## config.mk

```make
export PLATFORM = sky130hd
export DESIGN_NAME = input_capture_unit
export DESIGN_NICKNAME = d
export VERILOG_FILES = /design/src/rtl/input_capture_unit.sv
export SDC_FILE = /design/constraint.sdc
export NUM_CORES = 1
export LEC_CHECK = 0
export CAP_MARGIN = 15
export CORE_ASPECT_RATIO = 1.5
export CORE_MARGIN = 5
export CORE_UTILIZATION = 59
export DETAILED_ROUTE_END_ITERATION = 8
export PLACE_DENSITY = 0.9
export SLEW_MARGIN = 20
export SYNTH_ARGS = -nofsm -noshare
export SYNTH_HDL_FRONTEND = slang
export SYNTH_SLANG_ARGS = --single-unit
```

## constraint.sdc

```tcl
create_clock -name CLK -period 3.7 [get_ports CLK]
set_clock_uncertainty 0.2 [all_clocks]
set_input_delay 0.74 -clock CLK [delete_from_list [all_inputs] [get_ports CLK]]
set_output_delay 0.74 -clock CLK [all_outputs]
set_load 0.02 [all_outputs]
```

## src/rtl/input_capture_unit.sv

```systemverilog
// Board-input front end: synchronised, debounced buttons capture the switch bus into an FWFT FIFO.
// Build option INPUT_DEBOUNCE_EN enables the per-button debouncers; otherwise presses are sync rising edges.
module input_capture_unit #(
  parameter int DATA_W      = 4,
  parameter int DEPTH       = 4,
  parameter int SYNC_STAGES = 2,
  parameter int DB_CYCLES   = 16
) (
  input  logic                   CLK,
  input  logic                   RST_N,
  input  logic [DATA_W-1:0]      input_signal,
  input  logic                   input_btn,
  input  logic                   output_btn,
  input  logic                   rd_en,
  output logic [DATA_W-1:0]      rd_data,
  output logic                   rd_valid,
  output logic [$clog2(DEPTH):0] fill_level,
  output logic                   overflow,
  output logic                   show_result,
  input  logic                   show_clr
);
  localparam int PW = $clog2(DEPTH);
  localparam int LW = PW + 1;
`ifdef INPUT_DEBOUNCE_EN
  localparam int ARM_N = SYNC_STAGES + DB_CYCLES;
`else
  localparam int ARM_N = SYNC_STAGES + 1 + 0 * DB_CYCLES;
`endif
  localparam int AW = $clog2(ARM_N + 1);

  logic [SYNC_STAGES-1:0] in_btn_sync;
  logic [SYNC_STAGES-1:0] out_btn_sync;
  logic [DATA_W-1:0]      sw_sync [SYNC_STAGES];
  logic [1:0]             btn_lvl;
  logic [DATA_W-1:0]      sw_lvl;
  logic [1:0]             press;
  logic [DATA_W-1:0]      push_data;

  always_ff @(posedge CLK or negedge RST_N) begin
    if (!RST_N) begin
      in_btn_sync  <= '0;
      out_btn_sync <= '0;
      for (int i = 0; i < SYNC_STAGES; i++) sw_sync[i] <= '0;
    end else begin
      in_btn_sync  <= {in_btn_sync[SYNC_STAGES-2:0], input_btn};
      out_btn_sync <= {out_btn_sync[SYNC_STAGES-2:0], output_btn};
      sw_sync[0]   <= input_signal;
      for (int i = 1; i < SYNC_STAGES; i++) sw_sync[i] <= sw_sync[i-1];
    end
  end

  assign btn_lvl = {out_btn_sync[SYNC_STAGES-1], in_btn_sync[SYNC_STAGES-1]};
  assign sw_lvl  = sw_sync[SYNC_STAGES-1];

  // A button held through reset must not count as a press: presses are ignored until the
  // synchronised level has been seen low for longer than the synchroniser's reset zeros last.
  logic [1:0]    armed;
  logic [AW-1:0] arm_cnt [2];

  always_ff @(posedge CLK or negedge RST_N) begin
    if (!RST_N) begin
      armed <= '0;
      for (int b = 0; b < 2; b++) arm_cnt[b] <= '0;
    end else begin
      for (int b = 0; b < 2; b++) begin
        if (!armed[b]) begin
          if (btn_lvl[b])
            arm_cnt[b] <= '0;
          else if (arm_cnt[b] == AW'(ARM_N - 1))
            armed[b] <= 1'b1;
          else
            arm_cnt[b] <= arm_cnt[b] + AW'(1);
        end
      end
    end
  end

`ifdef INPUT_DEBOUNCE_EN
  localparam int CW = $clog2(DB_CYCLES);
  localparam logic [1:0] ST_LOW    = 2'd0;
  localparam logic [1:0] ST_WAIT_H = 2'd1;
  localparam logic [1:0] ST_HIGH   = 2'd2;
  localparam logic [1:0] ST_WAIT_L = 2'd3;

  logic [1:0]    db_state [2];
  logic [CW-1:0] db_cnt   [2];
  logic [1:0]    db_done;

  always_comb begin
    db_done = '0;
    press   = '0;
    for (int b = 0; b < 2; b++) begin
      db_done[b] = (db_cnt[b] == CW'(DB_CYCLES - 1));
      press[b]   = (db_state[b] == ST_WAIT_H) && btn_lvl[b] && db_done[b] && armed[b];
    end
  end

  always_ff @(posedge CLK or negedge RST_N) begin
    if (!RST_N) begin
      for (int b = 0; b < 2; b++) begin
        db_state[b] <= ST_LOW;
        db_cnt[b]   <= '0;
      end
    end else begin
      for (int b = 0; b < 2; b++) begin
        case (db_state[b])
          ST_LOW: begin
            if (btn_lvl[b]) begin
              db_state[b] <= ST_WAIT_H;
              db_cnt[b]   <= '0;
            end
          end
          ST_WAIT_H: begin
            if (!btn_lvl[b]) begin
              db_state[b] <= ST_LOW;
              db_cnt[b]   <= '0;
            end else if (db_done[b]) begin
              db_state[b] <= ST_HIGH;
              db_cnt[b]   <= '0;
            end else begin
              db_cnt[b] <= db_cnt[b] + CW'(1);
            end
          end
          ST_HIGH: begin
            if (!btn_lvl[b]) begin
              db_state[b] <= ST_WAIT_L;
              db_cnt[b]   <= '0;
            end
          end
          default: begin
            if (btn_lvl[b]) begin
              db_state[b] <= ST_HIGH;
              db_cnt[b]   <= '0;
            end else if (db_done[b]) begin
              db_state[b] <= ST_LOW;
              db_cnt[b]   <= '0;
            end else begin
              db_cnt[b] <= db_cnt[b] + CW'(1);
            end
          end
        endcase
      end
    end
  end

  assign push_data = sw_lvl;
`else
  logic [1:0]        lvl_prev;
  logic [1:0]        press_p0;
  logic [DATA_W-1:0] sw_p0;

  always_ff @(posedge CLK or negedge RST_N) begin
    if (!RST_N) begin
      lvl_prev <= '0;
      press_p0 <= '0;
    end else begin
      lvl_prev <= btn_lvl;
      press_p0 <= btn_lvl & ~lvl_prev & armed;
    end
  end

  always_ff @(posedge CLK) sw_p0 <= sw_lvl;

  assign press     = press_p0;
  assign push_data = sw_p0;
`endif

  // FIFO: head_q mirrors the entry at rd_ptr so the head is visible without a read cycle.
  logic [DATA_W-1:0] mem [DEPTH];
  logic [PW-1:0]     wr_ptr;
  logic [PW-1:0]     rd_ptr;
  logic [PW-1:0]     next_rd;
  logic [LW-1:0]     count;
  logic [DATA_W-1:0] head_q;
  logic              do_pop;
  logic              do_push;

  assign next_rd = rd_ptr + PW'(1);
  assign do_pop  = rd_en && (count != '0);
  assign do_push = press[0] && ((count != LW'(DEPTH)) || do_pop);

  always_ff @(posedge CLK) begin
    if (do_push) mem[wr_ptr] <= push_data;
  end

  always_ff @(posedge CLK or negedge RST_N) begin
    if (!RST_N) begin
      wr_ptr      <= '0;
      rd_ptr      <= '0;
      count       <= '0;
      head_q      <= '0;
      overflow    <= 1'b0;
      show_result <= 1'b0;
    end else begin
      if (do_push) wr_ptr <= wr_ptr + PW'(1);
      if (do_pop)  rd_ptr <= next_rd;
      case ({do_push, do_pop})
        2'b10:   count <= count + LW'(1);
        2'b01:   count <= count - LW'(1);
        default: count <= count;
      endcase
      if (press[0] && !do_push) overflow <= 1'b1;
      if (do_push && ((count == '0) || (do_pop && (count == LW'(1)))))
        head_q <= push_data;
      else if (do_pop && (count > LW'(1)))
        head_q <= mem[next_rd];
      if (press[1])
        show_result <= 1'b1;
      else if (show_clr)
        show_result <= 1'b0;
    end
  end

  assign rd_data    = head_q;
  assign rd_valid   = (count != '0);
  assign fill_level = count;

endmodule

```

==> impl_metrics.tcl <==
set metrics [dict create \
    netlist_area_um2 2090 \
    final_nets 189 \
    period_share 0.759 \
    grtUsageMet1 0.194 \
    grt_overflow 0 \
    worstSetupPathDepth 4 \
    finalSetupTns_ns 0 \
    worst_hold_path_type "register to register" \
    hold_violations 0 \
    drt-pass1-iter-count 4 \
    use_met2 0.303 \
    antenna_cells 0 \
    htree_levels 2 \
    drive_above_1_share 0.0947 \
    via_count 1189 \
    end_kind "primary output" \
    synth.avg_cell_area_um2 14.8 \
    io_buffer_count 19 \
    postCtsSetupRepairBufs 0 \
    maxCapViolations 0 \
    place_congestion 0.857 \
    drc_errors 0 \
    ff2ff_setup_slack_ns 1.22 \
    place_ws_ns 0.879 \
    power.share.sequential 0.455 \
    fmaxAchievable_mhz 356 \
    cts.sinks 55 \
    layout_commonest_cell "dfrtp_1" \
    finalMaxSlewViolations 0 \
    die_height_um 83.0 \
    fin_cells 211 \
    cts_root_buffer "clkbuf_8" \
    yosysSeqAreaShare 0.686 \
    ctsHoldBuffers 0 \
    multi_input_area_um2 602 \
    cts_tree "yes" \
    cts_resized 0 \
    dieWidth_um 58.7 \
    placed_area_um2 2330 \
    slowest_delay_ns 0.60 \
    critPathTopFamily "buffers and inverters" \
    antenna_found_initial 0 \
    cp-endpoint "rd_valid" \
    grt_first_pass_wirelength_mm 6.27 \
    area_delta_synth_final_pct 16.7 \
    r2r_end "fill_level[2]" \
    grt_max_degree 36 \
    vias_per_cell 5.64 \
    placedCellCount 203 \
    clk_path_buf_depth 2 \
    r2r_cells 9 \
    clock_latency_ns 0.31 \
    worst-path-buf-inv 2 \
    design_area_um2 2440 \
    finalCriticalPeriod_ns 2.81 \
    clk_pin_slew_worst_paths_ns 0.10 \
    use_met3 0.0450 \
    p_sw_frac 0.335 \
    wl_mm 3.71 \
    start_util 0.613 \
    drt_iter0_drc 40 \
    relSlewSlack 0.704 \
    worst_ep_required_time_ns 2.76 \
    ant_nets 0 \
    critPathArrivalTime_ns 1.87 \
    clkPwrFrac 0.206 \
    core_um2 3420 \
    final_cell_mix "dfrtp_1 (35), clkdlybuf4s50_1 (19), edfxtp_1 (16)" \
    critPathLaunchType "register" \
    worst_slack_ns 0.893 \
    wl_per_cell_um 17.6 \
    vdd_ir_drop_max_mv 0.518 \
    startpoint "fill_level[0]" \
    syn-num-nets 163 \
    numCtsBuffers 5 \
    hpwlAfterDp_mm 2.73 \
    p_sw_uw 636 \
    path_class "register to primary output" \
    tightest_slew_ns 0.444 \
    grt.busiest_layer "met2" \
    cellLeakagePower_uw 0.00106 \
    combinationalPowerShare 0.338 \
    n_fill_cell 222 \
    seqCellArea_um2 1440 \
    path_cells "inv_1 > ha_1 > nand2_1 > clkdlybuf4s50_1" \
    die_area_um2 4870 \
    slowest_stage "clkdlybuf4s50_1" \
    p_int_uw 1260 \
    setup_viol 0 \
    reg2reg_from "fill_level[0]" \
    grt_usage 0.175 \
    yosysUniqueCellTypes 27 \
    yosysWarnings 0 \
    io_pins 20 \
    status "complete, no violations" \
    grt_pass1_vias 1318 \
    grt_setup_unrepaired "false" \
    ys_seq_elements 55 \
    num_rows 26 \
    crit_path_max_fanout 7 \
    synthCells 142 \
    p_per_area_nw_per_um2 776 \
]
-- flip-flops by register name, summed over array words and instances, names as in the netlist --
signal	flops
wr_ptr	2
overflow	1
mem	16
in_btn_sync	2
sw_lvl	4
arm_cnt	4
rd_data	4
show_result	1
out_btn_sync	2
press	2
rd_ptr	2
armed	2
fill_level	3
lvl_prev	2
sw_sync	4
push_data	4
-- kinds of logic (layout without fill, tap and decap cells) --
kind of cell,Yosys count,after routing,synth area share
adders and majority gates,11,11,0.0657
DFF,55,55,0.686
xor gates and xnor gates,6,6,0.0251
muxes,5,5,0.0478
AOI/OAI and AO/OA,18,18,0.0711
buffers and inverters,13,40,0.0269
and+or+nand+nor,34,34,0.0777
-- synth_stat cells --
master | instances | share of area
a21o_1 | 6 | 0.022
a21oi_2 | 1 | 0.0042
a41o_1 | 1 | 0.0048
and2_4 | 1 | 0.0042
and3_1 | 5 | 0.015
buf_6 | 1 | 0.0054
dfrtp_1 | 35 | 0.42
dfxtp_1 | 4 | 0.038
edfxtp_1 | 16 | 0.23
ha_1 | 11 | 0.066
inv_1 | 11 | 0.020
inv_2 | 1 | 0.0018
mux2i_1 | 1 | 0.0048
mux4_2 | 4 | 0.043
nand2_1 | 12 | 0.022
nand3_1 | 9 | 0.022
nand3b_1 | 1 | 0.0036
nor2_1 | 4 | 0.0072
nor3_1 | 2 | 0.0048
o211ai_1 | 4 | 0.014
o21ai_0 | 1 | 0.0024
o21ai_1 | 1 | 0.0024
o31a_1 | 1 | 0.0042
o31ai_1 | 2 | 0.0072
o31ai_4 | 1 | 0.010
xnor2_1 | 5 | 0.021
xor2_1 | 1 | 0.0042
-- area by class of cell --
type,count,area share
repair buffers,20,0.0809
clock inverters,2,0.0159
multi-input cells,74,0.246
clock buffers,6,0.0297
flip-flops and latches,55,0.588
well taps,42,0.0215
inverters,12,0.0184
-- how the worst min path moves through the flow --
stage	endpoint	depth (start not counted)	from
after floorplan	push_data[0]	0	sw_lvl[0]
after global placement	push_data[3]	0	sw_lvl[3]
after detailed placement	push_data[0]	0	sw_lvl[0]
after CTS	push_data[0]	0	sw_lvl[0]
after global routing	push_data[0]	0	sw_lvl[0]
final	push_data[0]	0	sw_lvl[0]
-- per-layer routing --
| layer | vias up | wire [um] |
|---|---|---|
| met5 | - | 0 |
| li1 | 546 | - |
| met3 | 12 | 151 |
| met1 | 599 | 1390 |
| met2 | 32 | 2070 |
| met4 | 0 | 108 |
-- through the flow --
stage,power (uW),utilization,hold slack (ns)
after floorplan,1280,-,0.124
after global placement,1460,0.683,0.126
after detailed placement,1520,0.683,0.129
after CTS,1910,0.716,0.146
after global routing,2010,0.716,0.154
final,1900,0.716,0.137
-- power groups by stage --
stage | logic, uW | clock network [uW] | registers, uW
finish | 642 | 391 | 864
global route | 692 | 433 | 882
CTS | 647 | 400 | 864
detailed placement | 638 | 0 | 878
global placement | 593 | 0 | 862
floorplan | 389 | 0 | 895
No activity file was read; power rests on OpenSTA's default activity.
==> patch 1: new RTL, same flow settings <==
The parameter `SYNC_STAGES` goes from 2 to 4.
--- a/src/rtl/input_capture_unit.sv
+++ b/src/rtl/input_capture_unit.sv
@@ -4,5 +4,5 @@
   parameter int DATA_W      = 4,
   parameter int DEPTH       = 4,
-  parameter int SYNC_STAGES = 2,
+  parameter int SYNC_STAGES = 4,
   parameter int DB_CYCLES   = 16
 ) (
Formal check against the unedited RTL: not equivalent (a bounded check fails within 10 cycles, from zero or initial values and one cycle with RST_N low).
==> patch 1 against the original RTL <==
Global-route usage shrank 1.0 points; combinational power up 2%; routed wire length increased by 7.9%; setup slack improved by 0.0039 ns; power rose by 27%; first-iteration DRC count rose to 2.7 times the old value; final cell count rose by 17%; via count up 15%; sequential cell count up 14; area after synthesis rose by 20%; maximum frequency grew 0.14%; cell area up 22%; count of clock-buffer cells in the layout grew 7; largest cell class unchanged.
==> patch 1: results (changes against the original RTL) <==
| Metric | Value |
|---|---|
| Outcome | `complete, no violations (unchanged)` |
| Worst Tran Pin Value | `0.5658 ns (was 0.4443 ns)` |
| Inverter count | `14 (was 12)` |
| Setup bufs post-CTS | `0 (unchanged)` |
| Fillers | `262 (was 222)` |
| HPWL after DPL | `2.907 mm (was 2.731 mm)` |
| Initial drt markers | `109 (was 40)` |
| Peak supply drop | `0.7366 mV (was 0.5178 mV)` |
| Gpl congestion | `0.7945 (was 0.8571)` |
| Post-synthesis mux area share | `5.308% (was 4.779%)` |
| Synth cell count leaders | `dfrtp_1, edfxtp_1, inv_1, ha_1, nand2_1 (was dfrtp_1, edfxtp_1, nand2_1, ha_1, inv_1)` |
| Multi-input gates | `82 (was 74)` |
| Lkg Pwr | `1.311 nW (was 1.064 nW)` |
| Fraction of area in registers | `59.72% (was 58.75%)` |
| Clock latency at the later pin of the worst-skew pair | `0.34 ns (was 0.31 ns)` |
| Number of non-clock buffers in the layout | `19 (was 20)` |
| Reg clk slew, reported paths | `0.07 ns (was 0.10 ns)` |
| Vias in the first global route | `1518 (was 1318)` |
| R2r setup slk | `1.39 ns (was 1.22 ns)` |
| Min-delay src | `sw_sync[8]$_DFF_PN0_ (was sw_lvl[0]$_DFF_PN0_)` |
| Met3 WL post-DR | `230 um (was 151 um)` |
| Top cells by area, synth | `dfrtp_1, edfxtp_1, ha_1, dfxtp_1, mux4_1 (was dfrtp_1, edfxtp_1, ha_1, mux4_2, dfxtp_1)` |
| Met2 wire len | `2.121 mm (was 2.065 mm)` |
| Synth Area in Adders | `6.448% (was 6.571%)` |
| Via count | `1369 (was 1189)` |
| Final net count | `218 (was 189)` |
| Num CTS Buffers | `9 (was 5)` |
| First-pass GRT wire length | `7.134 mm (was 6.272 mm)` |
| XOR/XNOR share of the synthesized area | `2.083% (was 2.509%)` |
| Hold Path End | `sw_sync[4]$_DFF_PN0_ (was push_data[0]$_DFF_P_)` |
| Comb group | `0.654 mW (was 0.642 mW)` |
| M1 WL | `1.447 mm (was 1.388 mm)` |
| Reg-to-reg startpoint | `fill_level[1]$_DFFE_PN0P_ (was fill_level[0]$_DFFE_PN0P_)` |
| Sequential power | `1.05 mW (was 0.864 mW)` |
| Share of cells above drive strength 1 | `9.500% (was 9.467%)` |
| Ys async rst share | `71.01% (was 63.64%)` |
| Compound-Gate Fraction of Synth Area | `6.746% (was 7.109%)` |
| Switching share of power | `30.21% (was 33.51%)` |
| ClkCell Share | `7.863% (was 4.555%)` |
| Total length of routed wires | `4.007 mm (was 3.714 mm)` |
| Biggest regs | `mem (16), sw_sync (12), arm_cnt (6)` |
| Post-Syn Nets | `189 (was 163)` |
| Largest net degree at the start of global routing | `50 (was 36)` |
| Multi-input combinational area share | `22.46% (was 24.62%)` |
| Gr usage total | `16.48% (was 17.48%)` |
| Data buffer area share | `6.274% (was 8.086%)` |
| Register area share after synthesis | `70.83% (was 68.58%)` |
| Clk sinks | `69 (was 55)` |
| CTS H-tree depth | `3 (was 2)` |
| Yosys cell types | `31 (was 27)` |
==> patch 1: changes by cell type in the layout (fill, tap and decap cells not counted), sizes merged, moves of 3 or more <==
cell,delta
a21o,-5
a21oi,+5
clkbuf,+7
dfrtp,+14
nand3,-3
==> patch 1: per-layer routing <==
metal  global-route usage [%]  vias to the layer above
li1                         -                      640
met1                    17.76                      668
met2                    26.44                       42
met3                    6.733                       19
met4                    10.05                        0
met5                        0                        -
==> patch 1: per-stage QoR <==
| stage | hold WS (ns) | total power [mW] | instance area [um2] | instances | worst slack [ns] |
|---|---|---|---|---|---|
| floorplan | 0.1242 | 1.482 | 2522 | 166 | 1.601 |
| global placement | 0.1268 | 1.660 | 2754 | 230 | 1.048 |
| detailed placement | 0.1347 | 1.725 | 2754 | 230 | 0.9012 |
| CTS | 0.1505 | 2.428 | 2989 | 246 | 0.8819 |
| global route | 0.1555 | 2.552 | 2992 | 246 | 0.7895 |
| finish | 0.1479 | 2.400 | 2992 | 246 | 0.8970 |
==> patch 2: new RTL, config.mk and constraints unchanged <==
Without the edit above. Register the output `fill_level` once more, with the module's reset; this adds one clock of latency there. The other outputs are not delayed to match.
--- a/src/rtl/input_capture_unit.sv
+++ b/src/rtl/input_capture_unit.sv
@@ -214,5 +214,11 @@
   assign rd_data    = head_q;
   assign rd_valid   = (count != '0);
-  assign fill_level = count;
+  always_ff @(posedge CLK or negedge RST_N) begin
+    if (!RST_N) begin
+      fill_level <= '0;
+    end else begin
+      fill_level <= count;
+    end
+  end
 
 endmodule
Formal check against the unedited RTL: not equivalent (a bounded check fails within 10 cycles, from zero or initial values and one cycle with RST_N low).
==> patch 2 against the original RTL <==
Sequential cell count is 3 higher; non-clock buffer count is 1 lower; area after synthesis is 4.4% higher; power is 17% higher; routed wire length is 11% lower; setup slack better by 0.042 ns; critical path type unchanged; count of clock-buffer cells in the layout is 4 higher; final cell count is 0.47% higher; global-route usage is 1.3 points lower; largest power group unchanged; cell area is 8.3% higher.
==> patch 2: results (changes against the original RTL) <==
| Metric | Value |
|---|---|
| Total length of routed wires | `3.296 mm (was 3.714 mm)` |
| Share of cells above drive strength 1 | `18.34% (was 9.467%)` |
| Peak supply drop | `0.6090 mV (was 0.5178 mV)` |
| Max Fanout on Critical Path | `5 (was 7)` |
| Num CTS Buffers | `9 (was 5)` |
| Initial drt markers | `20 (was 40)` |
| Lkg Pwr | `1.175 nW (was 1.064 nW)` |
| Outcome | `complete, no violations (unchanged)` |
| Wire per inst | `15.55 um (was 17.60 um)` |
| Reg clk slew, reported paths | `0.06 ns (was 0.10 ns)` |
| R2r setup slk | `1.54 ns (was 1.22 ns)` |
| Gr usage total | `16.16% (was 17.48%)` |
| Die area | `0.005050 mm2 (was 0.004866 mm2)` |
| Vias in the first global route | `1233 (was 1318)` |
| WHS | `0.1390 ns (was 0.1367 ns)` |
| First-pass GRT wire length | `5.706 mm (was 6.272 mm)` |
| Post-synthesis mux area share | `10.07% (was 4.779%)` |
| Clk. pwr | `0.675 mW (was 0.391 mW)` |
| Worst setup path start | `count[0]$_DFFE_PN0P_ (was fill_level[0]$_DFFE_PN0P_)` |
| Via density | `5.231 (was 5.635)` |
| Slew headroom | `44.16% (was 70.38%)` |
| Pre-CTS setup slack | `0.9941 ns (was 0.8787 ns)` |
| Ys async rst share | `65.52% (was 63.64%)` |
| Gpl congestion | `0.7859 (was 0.8571)` |
| CTS H-tree depth | `3 (was 2)` |
| Compound-Gate Fraction of Synth Area | `4.405% (was 7.109%)` |
| Register area share after synthesis | `69.11% (was 68.58%)` |
| Largest net degree at the start of global routing | `39 (was 36)` |
| Critical path data arrival time | `1.82 ns (was 1.87 ns)` |
| Yosys cell types | `29 (was 27)` |
| Sequential power | `0.916 mW (was 0.864 mW)` |
| Cell count after synthesis | `135 (was 142)` |
| Area after DPL | `0.002415 mm2 (was 0.002333 mm2)` |
| Synth cell count leaders | `dfrtp_1, edfxtp_1, ha_1, inv_1, mux2_4 (was dfrtp_1, edfxtp_1, nand2_1, ha_1, inv_1)` |
| Clock latency at the later pin of the worst-skew pair | `0.33 ns (was 0.31 ns)` |
| Post-Syn Nets | `156 (was 163)` |
| Reg-to-reg critical path endpoint | `count[2]$_DFFE_PN0P_ (was fill_level[2]$_DFFE_PN0P_)` |
[patch 2: changes by cell type after synthesis, sizes merged, moves of 2 or more]
cell,delta
dfrtp,+3
mux2,+8
nand2,-6
nand3,-9
nor2,-2
o211ai,-4
o21ai,+2
[patch 2: metal layers]
layer | part of all wire (%) | GRT usage, % | vias to the layer above
li1 | - | - | 526
met1 | 38 | 16.58 | 555
met5 | 0 | 0 | -
met2 | 56 | 26.18 | 21
met4 | 2.4 | 9.073 | 0
met3 | 3.9 | 7.538 | 7
[patch 2: final cells by class]
| cell class | instances | area [um2] |
|---|---|---|
| fillers | 216 | 967.2 |
| inverters | 11 | 41.29 |
| multi-input cells | 65 | 623.1 |
| clock inverters | 6 | 105.1 |
| flip-flops and latches | 58 | 1511 |
| clock buffers | 10 | 127.6 |
| repair buffers | 19 | 185.2 |
| well taps | 43 | 53.80 |
